## src/rtl/div_iter.sv

```systemverilog
// -----------------------------------------------------------------------------
// div_iter : iterative signed divider (radix-2 restoring, fabric logic only)
//
// Divides a WIDTH_N-bit two's-complement dividend by a WIDTH_D-bit
// two's-complement divisor. The quotient is truncated toward zero and the
// remainder takes the dividend's sign, so n = q*d + r with |r| < |d|.
// One division is in flight at a time. Valid/ready handshakes are used on
// both sides.
//
// Ports:
//   clk          in   clock, rising edge
//   rst          in   synchronous reset, active-high
//   in_valid     in   dividend/divisor valid
//   in_ready     out  block can accept an operation (IDLE only)
//   din_n        in   WIDTH_N signed dividend
//   din_d        in   WIDTH_D signed divisor
//   out_valid    out  result valid (DONE only)
//   out_ready    in   downstream accepts result
//   dout_q       out  WIDTH_N signed quotient
//   dout_r       out  WIDTH_D signed remainder
//   div_by_zero  out  divisor was zero (q = all ones, r = low dividend bits)
//   overflow     out  most-negative dividend / -1 (q = max positive, r = 0)
//
// Optional build macro DIV_ZERO_FAST_EN: divide-by-zero and overflow
// operations skip CALC (PREP -> FIX). Without it every operation takes the
// same WIDTH_N+3 cycle latency.
// -----------------------------------------------------------------------------
module div_iter #(
    parameter int WIDTH_N = 16,
    parameter int WIDTH_D = 8
) (
    input  logic               clk,
    input  logic               rst,
    input  logic               in_valid,
    output logic               in_ready,
    input  logic [WIDTH_N-1:0] din_n,
    input  logic [WIDTH_D-1:0] din_d,
    output logic               out_valid,
    input  logic               out_ready,
    output logic [WIDTH_N-1:0] dout_q,
    output logic [WIDTH_D-1:0] dout_r,
    output logic               div_by_zero,
    output logic               overflow
);

    localparam int CNT_W = (WIDTH_N > 1) ? $clog2(WIDTH_N) : 1;

    localparam logic signed [WIDTH_N-1:0] N_MIN = {1'b1, {(WIDTH_N-1){1'b0}}};
    localparam logic signed [WIDTH_N-1:0] N_MAX = {1'b0, {(WIDTH_N-1){1'b1}}};

    typedef enum logic [2:0] {
        S_IDLE,
        S_PREP,
        S_CALC,
        S_FIX,
        S_DONE
    } state_t;

    state_t r_state;
    state_t w_next;

    // Operand capture and working registers (datapath, not reset)
    logic signed [WIDTH_N-1:0] r_n;
    logic signed [WIDTH_D-1:0] r_d;
    logic                      r_sn;
    logic                      r_sd;
    logic                      r_dz;
    logic                      r_ovf;
    logic [WIDTH_N-1:0]        r_work;   // dividend bits out at MSB, quotient bits in at LSB
    logic [WIDTH_D:0]          r_dmag;
    logic [WIDTH_D:0]          r_rem;
    logic [CNT_W-1:0]          r_cnt;

    // Result registers (reset to zero)
    logic signed [WIDTH_N-1:0] r_q;
    logic signed [WIDTH_D-1:0] r_r;
    logic                      r_dz_o;
    logic                      r_ovf_o;

    logic                      w_dz;
    logic                      w_ovf;
    logic [WIDTH_N-1:0]        w_n_mag;
    logic signed [WIDTH_D:0]   w_d_ext;
    logic [WIDTH_D:0]          w_d_mag;
    logic [WIDTH_D+1:0]        w_shift;
    logic [WIDTH_D+1:0]        w_trial;
    logic                      w_qbit;
    logic signed [WIDTH_N-1:0] w_q_fix;
    logic signed [WIDTH_D-1:0] w_r_fix;

    // Sign restoration of the unsigned magnitudes.
    function automatic logic signed [WIDTH_N-1:0] f_sign_q(
        input logic [WIDTH_N-1:0] mag,
        input logic               neg
    );
        return neg ? -$signed(mag) : $signed(mag);
    endfunction

    function automatic logic signed [WIDTH_D-1:0] f_sign_r(
        input logic [WIDTH_D-1:0] mag,
        input logic               neg
    );
        return neg ? -$signed(mag) : $signed(mag);
    endfunction

    // Special-case detection on the captured operands (used in PREP).
    assign w_dz  = (r_d == '0);
    assign w_ovf = (r_n == N_MIN) && (r_d == '1);

    // The dividend magnitude 2^(N-1) is representable as an unsigned N-bit
    // value, so the negated pattern of N_MIN is already the right magnitude.
    assign w_n_mag = r_n[WIDTH_N-1] ? WIDTH_N'(-r_n) : WIDTH_N'(r_n);

    // Divisor is widened by one bit so that |-2^(D-1)| does not wrap.
    assign w_d_ext = {r_d[WIDTH_D-1], r_d};
    assign w_d_mag = w_d_ext[WIDTH_D] ? WIDTH_D'(0) + (-w_d_ext) : w_d_ext;

    // One restoring step: shift in the next dividend bit, trial-subtract.
    assign w_shift = {r_rem, r_work[WIDTH_N-1]};
    assign w_trial = w_shift - {1'b0, r_dmag};
    assign w_qbit  = ~w_trial[WIDTH_D+1];

    assign w_q_fix = f_sign_q(r_work, r_sn ^ r_sd);
    assign w_r_fix = f_sign_r(r_rem[WIDTH_D-1:0], r_sn);

    // State register
    always_ff @(posedge clk) begin
        if (rst) begin
            r_state <= S_IDLE;
        end else begin
            r_state <= w_next;
        end
    end

    // Next-state logic
    always_comb begin
        w_next = r_state;
        case (r_state)
            S_IDLE: begin
                if (in_valid) begin
                    w_next = S_PREP;
                end
            end
            S_PREP: begin
`ifdef DIV_ZERO_FAST_EN
                if (w_dz || w_ovf) begin
                    w_next = S_FIX;
                end else begin
                    w_next = S_CALC;
                end
`else
                w_next = S_CALC;
`endif
            end
            S_CALC: begin
                if (r_cnt == '0) begin
                    w_next = S_FIX;
                end
            end
            S_FIX: begin
                w_next = S_DONE;
            end
            S_DONE: begin
                if (out_ready) begin
                    w_next = S_IDLE;
                end
            end
            default: begin
                w_next = S_IDLE;
            end
        endcase
    end

    // Working datapath: capture -> prepare magnitudes -> iterate
    always_ff @(posedge clk) begin
        case (r_state)
            S_IDLE: begin
                if (in_valid) begin
                    r_n <= din_n;
                    r_d <= din_d;
                end
            end
            S_PREP: begin
                r_sn   <= r_n[WIDTH_N-1];
                r_sd   <= r_d[WIDTH_D-1];
                r_work <= w_n_mag;
                r_dmag <= w_d_mag;
                r_rem  <= '0;
                r_dz   <= w_dz;
                r_ovf  <= w_ovf;
`ifdef DIV_ZERO_FAST_EN
                if (!(w_dz || w_ovf)) begin
                    r_cnt <= CNT_W'(WIDTH_N - 1);
                end
`else
                r_cnt  <= CNT_W'(WIDTH_N - 1);
`endif
            end
            S_CALC: begin
                r_rem  <= w_qbit ? w_trial[WIDTH_D:0] : w_shift[WIDTH_D:0];
                r_work <= {r_work[WIDTH_N-2:0], w_qbit};
                if (r_cnt != '0) begin
                    r_cnt <= r_cnt - 1'b1;
                end
            end
            default: begin
            end
        endcase
    end

    // Result stage: sign fix, then special cases override
    always_ff @(posedge clk) begin
        if (rst) begin
            r_q     <= '0;
            r_r     <= '0;
            r_dz_o  <= 1'b0;
            r_ovf_o <= 1'b0;
        end else if (r_state == S_FIX) begin
            r_dz_o  <= r_dz;
            r_ovf_o <= r_ovf;
            if (r_dz) begin
                r_q <= '1;
                r_r <= r_n[WIDTH_D-1:0];
            end else if (r_ovf) begin
                r_q <= N_MAX;
                r_r <= '0;
            end else begin
                r_q <= w_q_fix;
                r_r <= w_r_fix;
            end
        end
    end

    assign in_ready    = (r_state == S_IDLE);
    assign out_valid   = (r_state == S_DONE);
    assign dout_q      = r_q;
    assign dout_r      = r_r;
    assign div_by_zero = r_dz_o;
    assign overflow    = r_ovf_o;

endmodule

```

## config.mk

```make
export PLATFORM = sky130hd
export DESIGN_NAME = div_iter
export DESIGN_NICKNAME = d
export VERILOG_FILES = /design/src/rtl/div_iter.sv
export SDC_FILE = /design/constraint.sdc
export NUM_CORES = 1
export LEC_CHECK = 0
export ABC_AREA = 1
export BUFFER_PORTS_ARGS = -buffer_cell sky130_fd_sc_hd__clkbuf_2
export CAP_MARGIN = 20
export CORE_MARGIN = 1.5
export CORE_UTILIZATION = 59
export DETAILED_ROUTE_END_ITERATION = 8
export PLACE_DENSITY = 0.78
export REMOVE_ABC_BUFFERS = 1
export SYNTH_ARGS = -nofsm -noshare
export SYNTH_HDL_FRONTEND = slang
export SYNTH_SLANG_ARGS = --single-unit
```

## constraint.sdc

```tcl
create_clock -name clk -period 3.2 [get_ports clk]
set_input_delay 0.16 -clock clk [delete_from_list [all_inputs] [get_ports clk]]
set_output_delay 0.16 -clock clk [all_outputs]
set_load 0.02 [all_outputs]
```

### Word level (Yosys, flattened, before mapping)

Index checks and enable logic that the tools add are counted.

* bits in registers: 95
* bits of input ports: 28
* output and inout port bits: 28
* word-level logic and storage cells: 60

* $add $sub $neg: 6
* equal/unequal tests: 10
* mux-type cells: 17
* bitwise logic cells: 2
* reduce and logical (&&, ||, !) cells: 9

Operators by type and width (number)
* 16-bit 2-to-1 mux: 4
* 16-bit negation: 2
* 16-bit case mux with 2 select lines: 1
* 8-bit 2-to-1 mux: 3
* 9-bit case mux with 2 select lines: 1
* 16-bit equality test (second input constant): 1
* 3-bit case mux with 5 select lines: 1
* 10-bit by 9-bit subtractor with 10-bit output: 1
* 3-bit 2-to-1 mux: 3
* 9-bit 2-to-1 mux: 1
* 8-bit negation with 9-bit output: 1
* 8-bit equality test (second input constant): 1
* 8-bit logical NOT: 1
* 8-bit negation: 1
* 4-bit case mux with 2 select lines: 1
* 7-bit 2-to-1 mux: 1
* 3-bit by 2-bit equality test with 1-bit output (second input constant): 2
* 2-bit != test (second input constant): 3
* 4-bit logical NOT: 1
* 4-bit 2-to-1 mux: 1
* 2-bit AND reduction: 2
* 4-bit nonzero test: 1
* 4-bit by 1-bit subtractor with 4-bit output (second input constant): 1
* 3-bit by 1-bit equality test with 1-bit output (second input constant): 1
* 8 further kinds: 8

### Logic depth before layout (Yosys ltp)

Gate-level depths: netlist (run 1).

* depth in word-level cells: 4
* gate-level depth with buffers: 14
* mapped depth without buffers: 13

### Least setup slack after synthesis (run 1)

No wires, ideal clock.

* path kind: reg-to-reg
* start point: register r_state[0]
* end point: register r_d[0], enable pin
* setup time: 0.435 ns
* data arrival time: 2.185 ns
* required time: 2.765 ns
* setup slack: 0.580 ns
* stages on the path, launching flop included: 4
* buffers on the path: 0
* period minus slack after synthesis: 2.620 ns
* path through: dfxtp_1 nor2_1 inv_1 nor3_1

* cells in the longest elaborated chain, start to end: 2

RTL lines
* start, declared: line 59 `state_t r_state;`
* start signal, assigned: line 131 `r_state <= w_next;`
* 3-bit logical NOT: line 176 `case (r_state)`
* 2-bit AND reduction (no source line)
* end signal, assigned: line 180 `r_d <= din_d;`
* end, declared: line 64 `logic signed [WIDTH_D-1:0] r_d;`

Every way passes these cells.
A chain may end at the register's enable or synchronous reset.

### Worst setup path in the final report (run 1)

* start point: register r_work[15]
* end point: register r_rem[6] (data pin)

* cells in the longest elaborated chain, start to end: 3

RTL lines
* start, declared: line 69 `logic [WIDTH_N-1:0] r_work;`
* start signal, assigned: line 186 `r_work <= w_n_mag;`
* start signal, assigned: line 201 `r_work <= {r_work[WIDTH_N-2:0], w_qbit};`
* 10-bit by 9-bit subtractor with 10-bit output: line 120 `assign w_trial = w_shift - {1'b0, r_dmag};`
* 9-bit 2-to-1 mux: line 200 `r_rem <= w_qbit ? w_trial[WIDTH_D:0] : w_shift[WIDTH_D:0];`
* 9-bit case mux with 2 select lines: line 176
* end signal, assigned: line 200
* end, declared: line 71 `logic [WIDTH_D:0] r_rem;`

Every way passes these cells.

==> out/qor_table.md, run 1 <==
| Step | Item | This run |
|---|---|---|
| run status | Outcome | finished, final reports clean |
| floorplan | Count of standard-cell rows | 34 |
| synthesis | EDFF count, synth | 66 |
| synthesis | Fraction of post-synthesis cell area in the top cell type by area | 0.3804 |
| sta | Number of max-slew violations in the final report | 0 |
| clocking | Post-CTS Setup Bufs | 0 |
| placed design | IO Port Bufs | 55 |
| floorplan | Core ar. | 0.008636 mm² |
| sta | Number of failing setup endpoints in the final timing report | 0 |
| worst hold path | Worst Hold Depth | 3 |
| critical path | Critical Path Slowest Stage Cell | sky130_fd_sc_hd__fa_1 |
| finish | Share of cells above drive strength 1 | 0.1174 |
| synthesis | Register bit count reported by yosys | 95 |
| global route | Largest net degree at the start of global routing | 26 |
| finish | Antenna fix cells | 0 |
| sta | Slew of the pin with the lowest slew margin | 0.7503 ns |
| finish | Signed area change from the synthesized netlist to the final layout | 15.30% |
| finish | Final cell utilization of the core | 0.6956 |
| pwr | VDD IR-drop max | 0.4385 mV |
| critical path | Crit path DAT | 2.26 ns |
| sta | Minimum clock period after layout | 2.119 ns |
| synthesis | Cell types with the largest area share after synthesis | sky130_fd_sc_hd__edfxtp_1, sky130_fd_sc_hd__dfxtp_1, sky130_fd_sc_hd__nand2_1, sky130_fd_sc_hd__inv_1, sky130_fd_sc_hd__nand3_1 |
| routing | Total vias in the final route | 4539 |
| synthesis | Number of warning messages in the yosys log | 0 |
| critical path | Top Family by Delay on Critical Path | adder cells |
| global route | Total grt overflow | 0 |
| clocking | Root Buffer | sky130_fd_sc_hd__clkbuf_8 |
| critical path | Reg2Reg Setup Slack | 1.08 ns |
| pwr | Leakage power total | 2.775 nW |
| synthesis | Post-synthesis cell type with the largest combined area | sky130_fd_sc_hd__edfxtp_1 |
| sta | Worst slew margin relative to its limit | 0.4992 |
| clocking | Clk Latency, worst-skew pair | 0.38 ns |
| critical path | Most common cell on crit path | sky130_fd_sc_hd__nor2_1 |
| routing | Number of iterations in the first detailed-routing pass | 5 |
| critical path | Number of cells on the worst reg-to-reg path | 10 |
| routing | Detailed Route Iter0 Violations | 398 |
| critical path | Number of buffers and inverters on the critical path | 1 |
| floorplan | Horiz. Die Dim | 96.97 µm |
| worst hold path | Hold wc startpoint | in_valid |
| critical path | Reg-to-Reg Start | r_work[15]$_DFFE_PP_ |
| critical path | Worst EP required | 3.34 ns |
| synthesis | Post-synthesis area per instance | 8.128 µm² |
| pwr | Cell area power density | 640.2 mW/mm² |
| critical path | Largest driver fanout on the critical path | 3 |
| clocking | TritonCTS clock tree | built |
| placed design | Setup slack at placement | 1.129 ns |
| placed design | HPWL after detailed placement | 8.540 mm |
| sta | Number of endpoints with negative hold slack in the final report | 0 |
| routing | Per-cell routed wire length | 14.59 µm |
| sta | Post-route fraction of the period consumed by the critical path | 0.6620 |
| synthesis | Part of the Yosys area used for sequential elements | 0.4918 |
| sta | F_max | 0.4720 GHz |
| floorplan | Overall die area | 0.009403 mm² |
| clocking | Number of buffers between clock root and the deepest sink | 2 |
| routing | Final routed wirelength across all metal layers | 12.14 mm |
| global route | Via count of the first global-routing pass | 4289 |
| global route | Overall global routing resource usage | 0.2693 |
| routing | Average via count per standard cell | 5.456 |
| synthesis | Synth Flop Type | sky130_fd_sc_hd__edfxtp_1 |
| flow run | Maximum Capacitance Violations | 0 |
| clocking | Clock Pin Slew Worst Setup and Hold Paths | 0.10 ns |
| worst hold path | Path class of the lowest-slack min-delay path | primary input to flip-flop |
| routing | Number of routed nets with antenna violations | 0 |
| synthesis | Cell variety after synth | 39 |
| sta | Fin worst setup slack | 1.081 ns |
| sta | RSZ-0062 raised after global routing | no |
| floorplan | Chip Height | 96.97 µm |
| critical path | CP cell instances | inv_1 > ha_1 > fa_1 > nand3b_1 > a21oi_1 > nor2_1 > nand2_1 > nand2_1 > nor2_1 > nor2_1 |
| clocking | CTS buffer count | 9 |
| global route | Wire length of the first global-routing pass | 20.24 mm |
| critical path | Critical path type | flip-flop to flip-flop |
| floorplan | Starting Density | 0.6033 |
| sta | Setup skew after layout | 0.01226 ns |
| routing | Post-route DRC violation count | 0 |
| finish | Final net count | 763 |
| placed design | Last weighted congestion value of the routability-driven placer | 0.9017 |
| worst hold path | Hold Path End | r_state[0]$_SDFFE_PP0P_ |
| synthesis | Async SR Flop Fraction | 0 |
| sta | Sum of negative setup slack | 0 ns |
| critical path | Largest stage delay on the critical path | 0.40 ns |
| critical path | Endpoint type of the worst setup path | flip-flop |
| floorplan | Top-level port count | 56 |
| clocking | Deepest level of the CTS H-tree | 3 |
| synthesis | Synthesized cell area | 0.005210 mm² |
| synthesis | Synth Instances | 641 |
| critical path | CP startpoint kind | flip-flop |
| clocking | Number of sinks handled by clock tree synthesis | 95 |
| critical path | Terminus of the critical flop-to-flop path | r_rem[6]$_SDFFCE_PN0P_ |
| global route | Initial antenna violation count | 0 |
## cell families (layout without fill, tap and decap cells)
| kind of cell | Yosys count | count (layout) | share of synthesized area |
|---|---|---|---|
| xor gates and xnor gates | 15 | 15 | 0.02522 |
| adders and majority gates | 16 | 16 | 0.03987 |
| buffers and inverters | 115 | 198 | 0.08814 |
| AOI/OAI and AO/OA | 88 | 88 | 0.09655 |
| DFF | 95 | 95 | 0.4918 |
| other | 1 | 1 | 0.0007198 |
| and+or+nand+nor | 311 | 311 | 0.2577 |
## cell usage in the layout (no fill, tap or decap), types with 13 or more instances in the layout
cell,n
sky130_fd_sc_hd__xor2_1,13
sky130_fd_sc_hd__dfxtp_1,29
sky130_fd_sc_hd__nand3_1,54
sky130_fd_sc_hd__nor2_1,71
sky130_fd_sc_hd__a21oi_1,20
sky130_fd_sc_hd__nand2_1,151
sky130_fd_sc_hd__ha_1,15
sky130_fd_sc_hd__clkbuf_2,55
sky130_fd_sc_hd__o21ai_0,41
sky130_fd_sc_hd__inv_1,96
sky130_fd_sc_hd__edfxtp_1,66
sky130_fd_sc_hd__nand4_1,14
sky130_fd_sc_hd__dlygate4sd3_1,24
## final cells by class
class	count	area, µm²
fillers	683	2629
flip-flops and latches	95	2562
multi-input cells	431	2193
repair buffers	83	545.5
inverters	99	371.6
clock buffers	12	145.1
well taps	108	135.1
clock inverters	4	53.80
## cells in the mapped netlist (all sizes together), types with 3 or more instances
cell	instances
nand2	152
o21bai	4
nand4	14
a21oi	22
dfxtp	29
or2	3
nand3	57
edfxtp	66
clkbuf	7
buf	9
a31oi	4
ha	15
inv	96
nor3	8
a22oi	5
xor2	13
o211ai	5
nor2	73
clkinv	3
o21ai	42
## how the worst max path moves through the flow
stage               slack [ns]  cells after the start                endpoint               startpoint
detailed placement        1.13                     10  r_rem[6]$_SDFFCE_PN0P_     r_work[15]$_DFFE_PP_
global placement          1.10                     10  r_rem[6]$_SDFFCE_PN0P_     r_work[15]$_DFFE_PP_
CTS                       1.09                     10  r_rem[6]$_SDFFCE_PN0P_     r_work[15]$_DFFE_PP_
finish                    1.08                     10  r_rem[6]$_SDFFCE_PN0P_     r_work[15]$_DFFE_PP_
global route              0.91                     11  dout_q[9]$_SDFFE_PP0P_           r_sn$_DFFE_PP_
floorplan                 0.58                      3        r_d[0]$_DFFE_PP_  r_state[0]$_SDFFE_PP0P_
## report_power, final
part,internal (mW),switching (mW),total [mW]
clock,0.388,0.430,0.819
combinational,0.422,0.827,1.25
sequential,1.59,0.189,1.78
## stage by stage
step / instances / power (mW) / cell area (µm²) / hold WS (ns)
after floorplan: 625 / 2.657 / 5122 / 0.2224
after global placement: 792 / 2.973 / 5568 / 0.3365
after detailed placement: 792 / 3.006 / 5568 / 0.3386
after CTS: 832 / 3.830 / 6007 / 0.07536
after global routing: 832 / 4.108 / 6007 / 0.1412
final: 832 / 3.846 / 6007 / 0.1021
## tightest hold or removal path, cell delays in order
cell and delay, ns:
sky130_fd_sc_hd__clkbuf_2 0.08, sky130_fd_sc_hd__inv_1 0.08, sky130_fd_sc_hd__a2111oi_0 0.10
## sequential cells by signal (all words and copies together), names as in the netlist
register     cells
dout_q          16
r_n             16
r_work          16
r_dmag           9
r_rem            9
dout_r           8
r_d              8
r_cnt            4
r_state          3
div_by_zero      1
overflow         1
r_dz             1
r_ovf            1
r_sd             1
r_sn             1
## repair_timing
action	in CTS	in global routing
endpoints found under the hold margin	24	0
hold buffers	24	0
resized for setup	0	0
## layer usage
metal / GRT usage / wire length [µm]
met1: 0.3760 / 5607
met2: 0.4276 / 5514
met3: 0.04335 / 739
met4: 0.09699 / 275
met5: 0 / 0
Note: power is estimated with default switching activity, not from simulation.
==> run 2: changes to the inputs <==
Clock period 3.2 ns to 2.1 ns, I/O delays scaled along.
==> out/qor_table.md, run 2 (same netlist as run 1, synthesis figures left out) <==
| Step | Item | This run | Delta |
|---|---|---|---|
| run status | Outcome | finished, final reports clean |  |
| routing | Per-cell routed wire length | 15.00 µm | +2.8% |
| sta | Worst slew margin relative to its limit | 0.5996 | +0.1004 |
| global route | Overall global routing resource usage | 0.2730 | +0.003764 |
| global route | Via count of the first global-routing pass | 4266 | -0.54% |
| global route | Initial antenna violation count | 0 | unchanged |
| pwr | Share of total power in the clock network | 0.186 | -0.027 |
| clocking | Number of buffers between clock root and the deepest sink | 2 | unchanged |
| critical path | Worst EP required | 2.22 ns | -1.12 ns |
| sta | Post-route fraction of the period consumed by the critical path | 0.9516 | +0.2896 |
| finish | Share of cells above drive strength 1 | 0.1633 | +0.04589 |
| clocking | Root Buffer | sky130_fd_sc_hd__clkbuf_8 |  |
| pwr | Share of total power consumed by net switching | 0.3913 | +0.01529 |
| finish | Most common library cell in the layout ignoring fill and taps | sky130_fd_sc_hd__nand2_1 |  |
| routing | Number of iterations in the first detailed-routing pass | 5 | unchanged |
| finish | Most frequent cells in the layout | sky130_fd_sc_hd__nand2_1, sky130_fd_sc_hd__inv_1, sky130_fd_sc_hd__nor2_1 |  |
| pwr | VDD IR-drop max | 0.6814 mV | +55% |
| sta | Setup skew after layout | 0.01295 ns | +0.0006924 ns |
| worst hold path | Hold wc startpoint | in_valid |  |
| critical path | CP startpoint kind | flip-flop |  |
| clocking | Number of sinks handled by clock tree synthesis | 95 | unchanged |
| clocking | Deepest level of the CTS H-tree | 3 | unchanged |
| sta | RSZ-0062 raised after global routing | yes |  |
| clocking | TritonCTS clock tree | built |  |
| placed design | Setup slack at placement | 0.04178 ns | -1.087 ns |
| critical path | Critical path type | flip-flop to flip-flop |  |
| pwr | Internal power | 3.660 mW | +53% |
| flow run | Maximum Capacitance Violations | 0 | unchanged |
| sta | Hold Slack | 0.05235 ns | -0.04976 ns |
| sta | F_max | 0.5004 GHz | +6.0% |
| routing | Post-route DRC violation count | 0 | unchanged |
| finish | Antenna fix cells | 0 | unchanged |
| pwr | Sequential share of power | 0.447 | -0.015 |
| floorplan | Count of standard-cell rows | 34 | unchanged |
| clocking | Clock Pin Slew Worst Setup and Hold Paths | 0.09 ns | about the same |
| floorplan | Core ar. | 0.008636 mm² | unchanged |
| critical path | Terminus of the critical flop-to-flop path | r_rem[8]$_SDFFCE_PN0P_ |  |
| routing | Number of routed nets with antenna violations | 0 | unchanged |
| worst hold path | Worst Hold Depth | 3 | unchanged |
| sta | Number of failing setup endpoints in the final timing report | 0 | unchanged |
| sta | Number of max-slew violations in the final report | 0 | unchanged |
| clocking | Clk Latency, worst-skew pair | 0.37 ns | about the same |
| finish | Signed area change from the synthesized netlist to the final layout | 19.43% |  |
| finish | Final net count | 780 | +2.2% |
| routing | Total vias in the final route | 4637 | +2.2% |
| global route | Largest net degree at the start of global routing | 26 | unchanged |
| sta | Slew of the pin with the lowest slew margin | 0.5943 ns | -0.1560 ns |
| pwr | Share of power burned in combinational logic | 0.367 | +0.042 |
| pwr | Leakage power total | 2.848 nW | +2.6% |
| floorplan | Top-level port count | 56 | unchanged |
| clocking | CTS buffer count | 9 | unchanged |
| sta | Minimum clock period after layout | 1.998 ns | -0.1201 ns |
| global route | Total grt overflow | 0 | unchanged |
| routing | Average via count per standard cell | 5.462 | +0.11% |
| critical path | Crit path DAT | 2.12 ns | -0.14 ns |
| critical path | Endpoint type of the worst setup path | flip-flop |  |
| worst hold path | Hold Path End | r_state[0]$_SDFFE_PP0P_ |  |
| floorplan | Starting Density | 0.6033 | unchanged |
| placed design | IO Port Bufs | 55 | unchanged |
| worst hold path | Path class of the lowest-slack min-delay path | primary input to flip-flop |  |
| critical path | Reg-to-Reg Start | r_work[15]$_DFFE_PP_ |  |
| routing | Detailed Route Iter0 Violations | 296 | -26% |
| global route | Wire length of the first global-routing pass | 20.55 mm | +1.5% |
| pwr | Psw | 2.353 mW | +63% |
| critical path | Reg2Reg Setup Slack | 0.10 ns | -0.98 ns |
| sta | Sum of negative setup slack | 0 ns | unchanged |
| placed design | HPWL after detailed placement | 8.865 mm | +3.8% |
| critical path | Largest driver fanout on the critical path | 3 | unchanged |
| pwr | Cell area power density | 966.5 mW/mm² | +51% |
| sta | Number of endpoints with negative hold slack in the final report | 0 | unchanged |
| critical path | Number of cells on the worst reg-to-reg path | 10 | unchanged |
| floorplan | Horiz. Die Dim | 96.97 µm | unchanged |
| floorplan | Overall die area | 0.009403 mm² | unchanged |
| finish | Final cell utilization of the core | 0.7205 | +0.02492 |
| sta | Fin worst setup slack | 0.1016 ns | -0.9799 ns |
| placed design | Last weighted congestion value of the routability-driven placer | 0.8802 | -2.4% |
| routing | Final routed wirelength across all metal layers | 12.74 mm | +4.9% |
| floorplan | Chip Height | 96.97 µm | unchanged |
-- run 2: cell types whose count changed in the layout (fill, tap and decap cells not counted), moves of 2 or more --
cell	delta
sky130_fd_sc_hd__a21oi_2	+2
sky130_fd_sc_hd__nand2_2	+4
sky130_fd_sc_hd__clkbuf_1	-2
sky130_fd_sc_hd__nand3_1	-3
sky130_fd_sc_hd__inv_6	+4
sky130_fd_sc_hd__nand2_1	-4
sky130_fd_sc_hd__nor2_2	+3
sky130_fd_sc_hd__buf_4	+16
sky130_fd_sc_hd__a21oi_1	-2
sky130_fd_sc_hd__nor2_1	-3
sky130_fd_sc_hd__nand3_2	+3
sky130_fd_sc_hd__ha_1	-5
sky130_fd_sc_hd__ha_4	+5
-- run 2: area by class of cell --
cell class / instances / area (µm²)
timing repair buffer: 99 / 665.6
clock inverter: 7 / 52.55
inverter: 99 / 375.4
fill: 678 / 2414
tap: 108 / 135.1
multi-input combinational: 432 / 2307
clock buffer: 9 / 123.9
sequential: 95 / 2562
-- run 2: worst max-delay path: stages, from the launching register on --
cell and delay [ns]:
sky130_fd_sc_hd__edfxtp_1 0.36, sky130_fd_sc_hd__inv_1 0.08, sky130_fd_sc_hd__ha_1 0.23, sky130_fd_sc_hd__fa_1 0.39
sky130_fd_sc_hd__nand3b_1 0.19, sky130_fd_sc_hd__nand2_1 0.12, sky130_fd_sc_hd__nand2_1 0.09, sky130_fd_sc_hd__nand3_1 0.09
sky130_fd_sc_hd__nand2_1 0.05, sky130_fd_sc_hd__nor2_1 0.10, sky130_fd_sc_hd__nor2_1 0.05
-- run 2: repair_timing --
action	CTS	global route
endpoints found under the hold margin	24	0
resized for setup	0	20
setup buffers	0	3
endpoints found under the setup margin	0	12
hold buffers	24	0
-- run 2: stage by stage --
stage          std cells  area [µm²]  power, mW
2_1_floorplan        625        5122      4.049
3_3_place_gp         805        5665      4.629
3_5_place_dp         805        5665      4.675
4_1_cts              845        6082      5.814
5_1_grt              849        6222      6.400
6_report             849        6222      6.014
-- run 2: worst max path at each step --
stage,from,end,depth (start not counted)
final,r_work[15]$_DFFE_PP_,r_rem[8]$_SDFFCE_PN0P_,10
after global routing,r_work[15]$_DFFE_PP_,r_rem[6]$_SDFFCE_PN0P_,10
after CTS,r_rem[3]$_SDFFCE_PN0P_,r_rem[5]$_SDFFCE_PN0P_,9
after detailed placement,r_rem[3]$_SDFFCE_PN0P_,r_rem[3]$_SDFFCE_PN0P_,10
after global placement,r_rem[2]$_SDFFCE_PN0P_,r_rem[2]$_SDFFCE_PN0P_,10
after floorplan,r_state[0]$_SDFFE_PP0P_,r_d[0]$_DFFE_PP_,3
-- run 2: routing by layer --
metal  track usage  vias up  part of all wire
li1              -     2302                 -
met1        0.3863     2131              0.46
met2        0.4341      195              0.46
met3       0.04552        9             0.073
met4       0.08250        0            0.0083
met5             0        -                 0
-- run 2: power groups by stage --
stage	clock network, mW	registers, mW	logic [mW]
floorplan	0	2.69	1.35
global placement	0	2.69	1.93
detailed placement	0	2.70	1.97
CTS	1.13	2.66	2.02
global route	1.21	2.72	2.47
finish	1.12	2.69	2.21
==> run 3: changes to the inputs <==
Settings changed: SETUP_SLACK_MARGIN set to 0.15.
==> out/qor_table.md, run 3 (same netlist as run 1, synthesis figures left out) <==
| Step | Item | This run | Delta |
|---|---|---|---|
| routing | Average via count per standard cell | 5.494 | +0.59% |
| floorplan | Starting Density | 0.6033 | unchanged |
| pwr | VDD IR-drop max | 0.6835 mV | +0.30% |
| floorplan | Chip Height | 96.97 µm | unchanged |
| floorplan | Overall die area | 0.009403 mm² | unchanged |
| pwr | Cell area power density | 977.1 mW/mm² | +1.1% |
| worst hold path | Hold wc startpoint | in_valid |  |
| critical path | Worst EP required | 2.22 ns | about the same |
| flow run | Maximum Capacitance Violations | 0 | unchanged |
| critical path | Reg-to-Reg Start | r_rem[5]$_SDFFCE_PN0P_ |  |
| critical path | CP startpoint kind | flip-flop |  |
| routing | Total vias in the final route | 4692 | +1.2% |
| critical path | Reg2Reg Setup Slack | 0.12 ns | +0.02 ns |
| global route | Largest net degree at the start of global routing | 26 | unchanged |
| global route | Initial antenna violation count | 0 | unchanged |
| worst hold path | Hold Path End | r_state[0]$_SDFFE_PP0P_ |  |
| critical path | Largest driver fanout on the critical path | 6 | +3 |
| sta | Number of failing setup endpoints in the final timing report | 0 | unchanged |
| critical path | Number of cells on the worst reg-to-reg path | 8 | -2 |
| critical path | Crit path DAT | 2.10 ns | -0.02 ns |
| pwr | Leakage power total | 2.868 nW | +0.70% |
| placed design | Placed Cells | 805 | unchanged |
| finish | Post-route design area | 0.006349 mm² | +2.0% |
| placed design | Area after detailed placement | 0.005665 mm² | unchanged |
| critical path | Most common cell on crit path | sky130_fd_sc_hd__nor2_1 |  |
| sta | Number of max-slew violations in the final report | 0 | unchanged |
| routing | Detailed Route Iter0 Violations | 347 | +17% |
| floorplan | Top-level port count | 56 | unchanged |
| floorplan | Core ar. | 0.008636 mm² | unchanged |
| sta | F_max | 0.5044 GHz | +0.81% |
| finish | Final net count | 785 | +0.64% |
| finish | Count of filler cells inserted in the layout | 666 | -1.8% |
| clocking | Clk Latency, worst-skew pair | 0.36 ns | about the same |
| critical path | Critical path type | flip-flop to flip-flop |  |
| floorplan | Horiz. Die Dim | 96.97 µm | unchanged |
| finish | Number of non-filler instances in the completed layout | 854 | +0.59% |
| clocking | Clock Pin Slew Worst Setup and Hold Paths | 0.09 ns | about the same |
| clocking | Number of buffers between clock root and the deepest sink | 2 | unchanged |
| clocking | Number of sinks handled by clock tree synthesis | 95 | unchanged |
| finish | Most common library cell in the layout ignoring fill and taps | sky130_fd_sc_hd__nand2_1 |  |
| sta | Post-route fraction of the period consumed by the critical path | 0.9440 | -0.007603 |
| critical path | CP cell instances | ha_4 > nand2_1 > nor2_2 > nand3_2 > nand4_1 > nand2_2 > nor2_1 > nor2_1 |  |
| global route | Overall global routing resource usage | 0.2747 | +0.001717 |
| placed design | IO Port Bufs | 55 | unchanged |
| clocking | TritonCTS clock tree | built |  |
| routing | Final routed wirelength across all metal layers | 13.10 mm | +2.8% |
| routing | Number of iterations in the first detailed-routing pass | 6 | +1 |
| clocking | CTS buffer count | 9 | unchanged |
| sta | Number of endpoints with negative hold slack in the final report | 0 | unchanged |
| sta | Setup skew after layout | 0.01327 ns | +0.0003192 ns |
| sta | Slew of the pin with the lowest slew margin | 0.6039 ns | +0.009599 ns |
| finish | Share of cells above drive strength 1 | 0.2064 | +0.04314 |
| routing | Number of routed nets with antenna violations | 0 | unchanged |
| routing | Per-cell routed wire length | 15.34 µm | +2.2% |
| global route | Via count of the first global-routing pass | 4293 | +0.63% |
| finish | Area of the multi-input gates | 0.002396 mm² | +3.9% |
| global route | Wire length of the first global-routing pass | 20.68 mm | +0.64% |
| sta | Worst slew margin relative to its limit | 0.5931 | -0.006467 |
| sta | RSZ-0062 raised after global routing | yes |  |
| sta | Minimum clock period after layout | 1.982 ns | -0.01597 ns |
| finish | Final cell utilization of the core | 0.7351 | +0.01463 |
| worst hold path | Path class of the lowest-slack min-delay path | primary input to flip-flop |  |
| clocking | Deepest level of the CTS H-tree | 3 | unchanged |
| global route | Total grt overflow | 0 | unchanged |
| clocking | Root Buffer | sky130_fd_sc_hd__clkbuf_8 |  |
| sta | Sum of negative setup slack | 0 ns | unchanged |
| critical path | Endpoint type of the worst setup path | flip-flop |  |
| critical path | Terminus of the critical flop-to-flop path | r_rem[6]$_SDFFCE_PN0P_ |  |
| finish | Signed area change from the synthesized netlist to the final layout | 21.85% |  |
| placed design | HPWL after detailed placement | 8.865 mm | unchanged |
| run status | Outcome | finished, final reports clean |  |
| finish | Antenna fix cells | 0 | unchanged |
| routing | Post-route DRC violation count | 0 | unchanged |
| floorplan | Count of standard-cell rows | 34 | unchanged |
| placed design | Last weighted congestion value of the routability-driven placer | 0.8802 | unchanged |
| critical path | Critical Path Slowest Stage Cell | sky130_fd_sc_hd__edfxtp_1 |  |
| critical path | Largest stage delay on the critical path | 0.47 ns | +0.08 ns |
| finish | Most frequent cells in the layout | sky130_fd_sc_hd__nand2_1, sky130_fd_sc_hd__inv_1, sky130_fd_sc_hd__edfxtp_1 |  |
| finish | Flip-flop and latch area | 0.002562 mm² | unchanged |
| worst hold path | Worst Hold Depth | 3 | unchanged |
run 3: what timing repair did:
item / 4_1_cts / 5_1_grt
resized for setup: 8 / 45
setup buffers: 0 / 7
pin swaps: 1 / 14
hold buffers: 24 / 0
gates cloned: 0 / 2
endpoints found under the hold margin: 24 / 0
setup endpoints to repair: 10 / 26
run 3: routing by layer:
layer	GRT usage	wire (µm)	part of all wire	vias to the layer above
li1	-	-	-	2313
met1	0.3877	5943	0.45	2144
met2	0.4384	6082	0.46	220
met3	0.04552	916	0.070	15
met4	0.08250	155	0.012	0
met5	0	0	0	-
run 3: worst max-delay path by stage:
stage | depth (start not counted) | slack, ns | end | startpoint
floorplan | 3 | -0.52 | r_d[0]$_DFFE_PP_ | r_state[0]$_SDFFE_PP0P_
global placement | 10 | 0.11 | r_rem[2]$_SDFFCE_PN0P_ | r_rem[2]$_SDFFCE_PN0P_
global route | 8 | -0.006 | r_rem[6]$_SDFFCE_PN0P_ | r_rem[5]$_SDFFCE_PN0P_
CTS | 9 | 0.14 | r_rem[5]$_SDFFCE_PN0P_ | r_rem[6]$_SDFFCE_PN0P_
detailed placement | 10 | 0.04 | r_rem[3]$_SDFFCE_PN0P_ | r_rem[3]$_SDFFCE_PN0P_
finish | 8 | 0.12 | r_rem[6]$_SDFFCE_PN0P_ | r_rem[5]$_SDFFCE_PN0P_
run 3: final cells by class:
class | instances | area share
sequential | 95 | 0.4036
multi-input combinational | 432 | 0.3774
timing repair buffer | 103 | 0.1096
inverter | 99 | 0.05912
tap | 108 | 0.02129
clock buffer | 9 | 0.01951
clock inverter | 7 | 0.008277
timing repair inverter | 1 | 0.001182
run 3: power breakdown:
| group | leakage (nW) | switching [mW] | internal [mW] |
|---|---|---|---|
| Sequential | 0.851 | 0.279 | 2.42 |
| Clock | 0.0928 | 0.673 | 0.446 |
| Combinational | 1.92 | 1.51 | 0.876 |
| Total | 2.87 | 2.46 | 3.74 |
run 3: worst max-delay path, delay by kind of cell, from the launching register on:
| family | cells | cell delay, ns |
|---|---|---|
| adder cells (fa/ha/maj) | 1 | 0.31 |
| flip-flops | 1 | 0.47 |
| AND/OR/NAND/NOR | 7 | 0.97 |
run 3: through the flow:
stage,total power [mW],worst slack (ns),hold WS [ns]
final,6.203,0.1176,0.05500
after global routing,6.584,-0.006015,0.06156
after CTS,5.870,0.1440,0.02914
after detailed placement,4.675,0.04178,0.2836
after global placement,4.629,0.1138,0.2822
after floorplan,4.049,-0.5204,0.1674
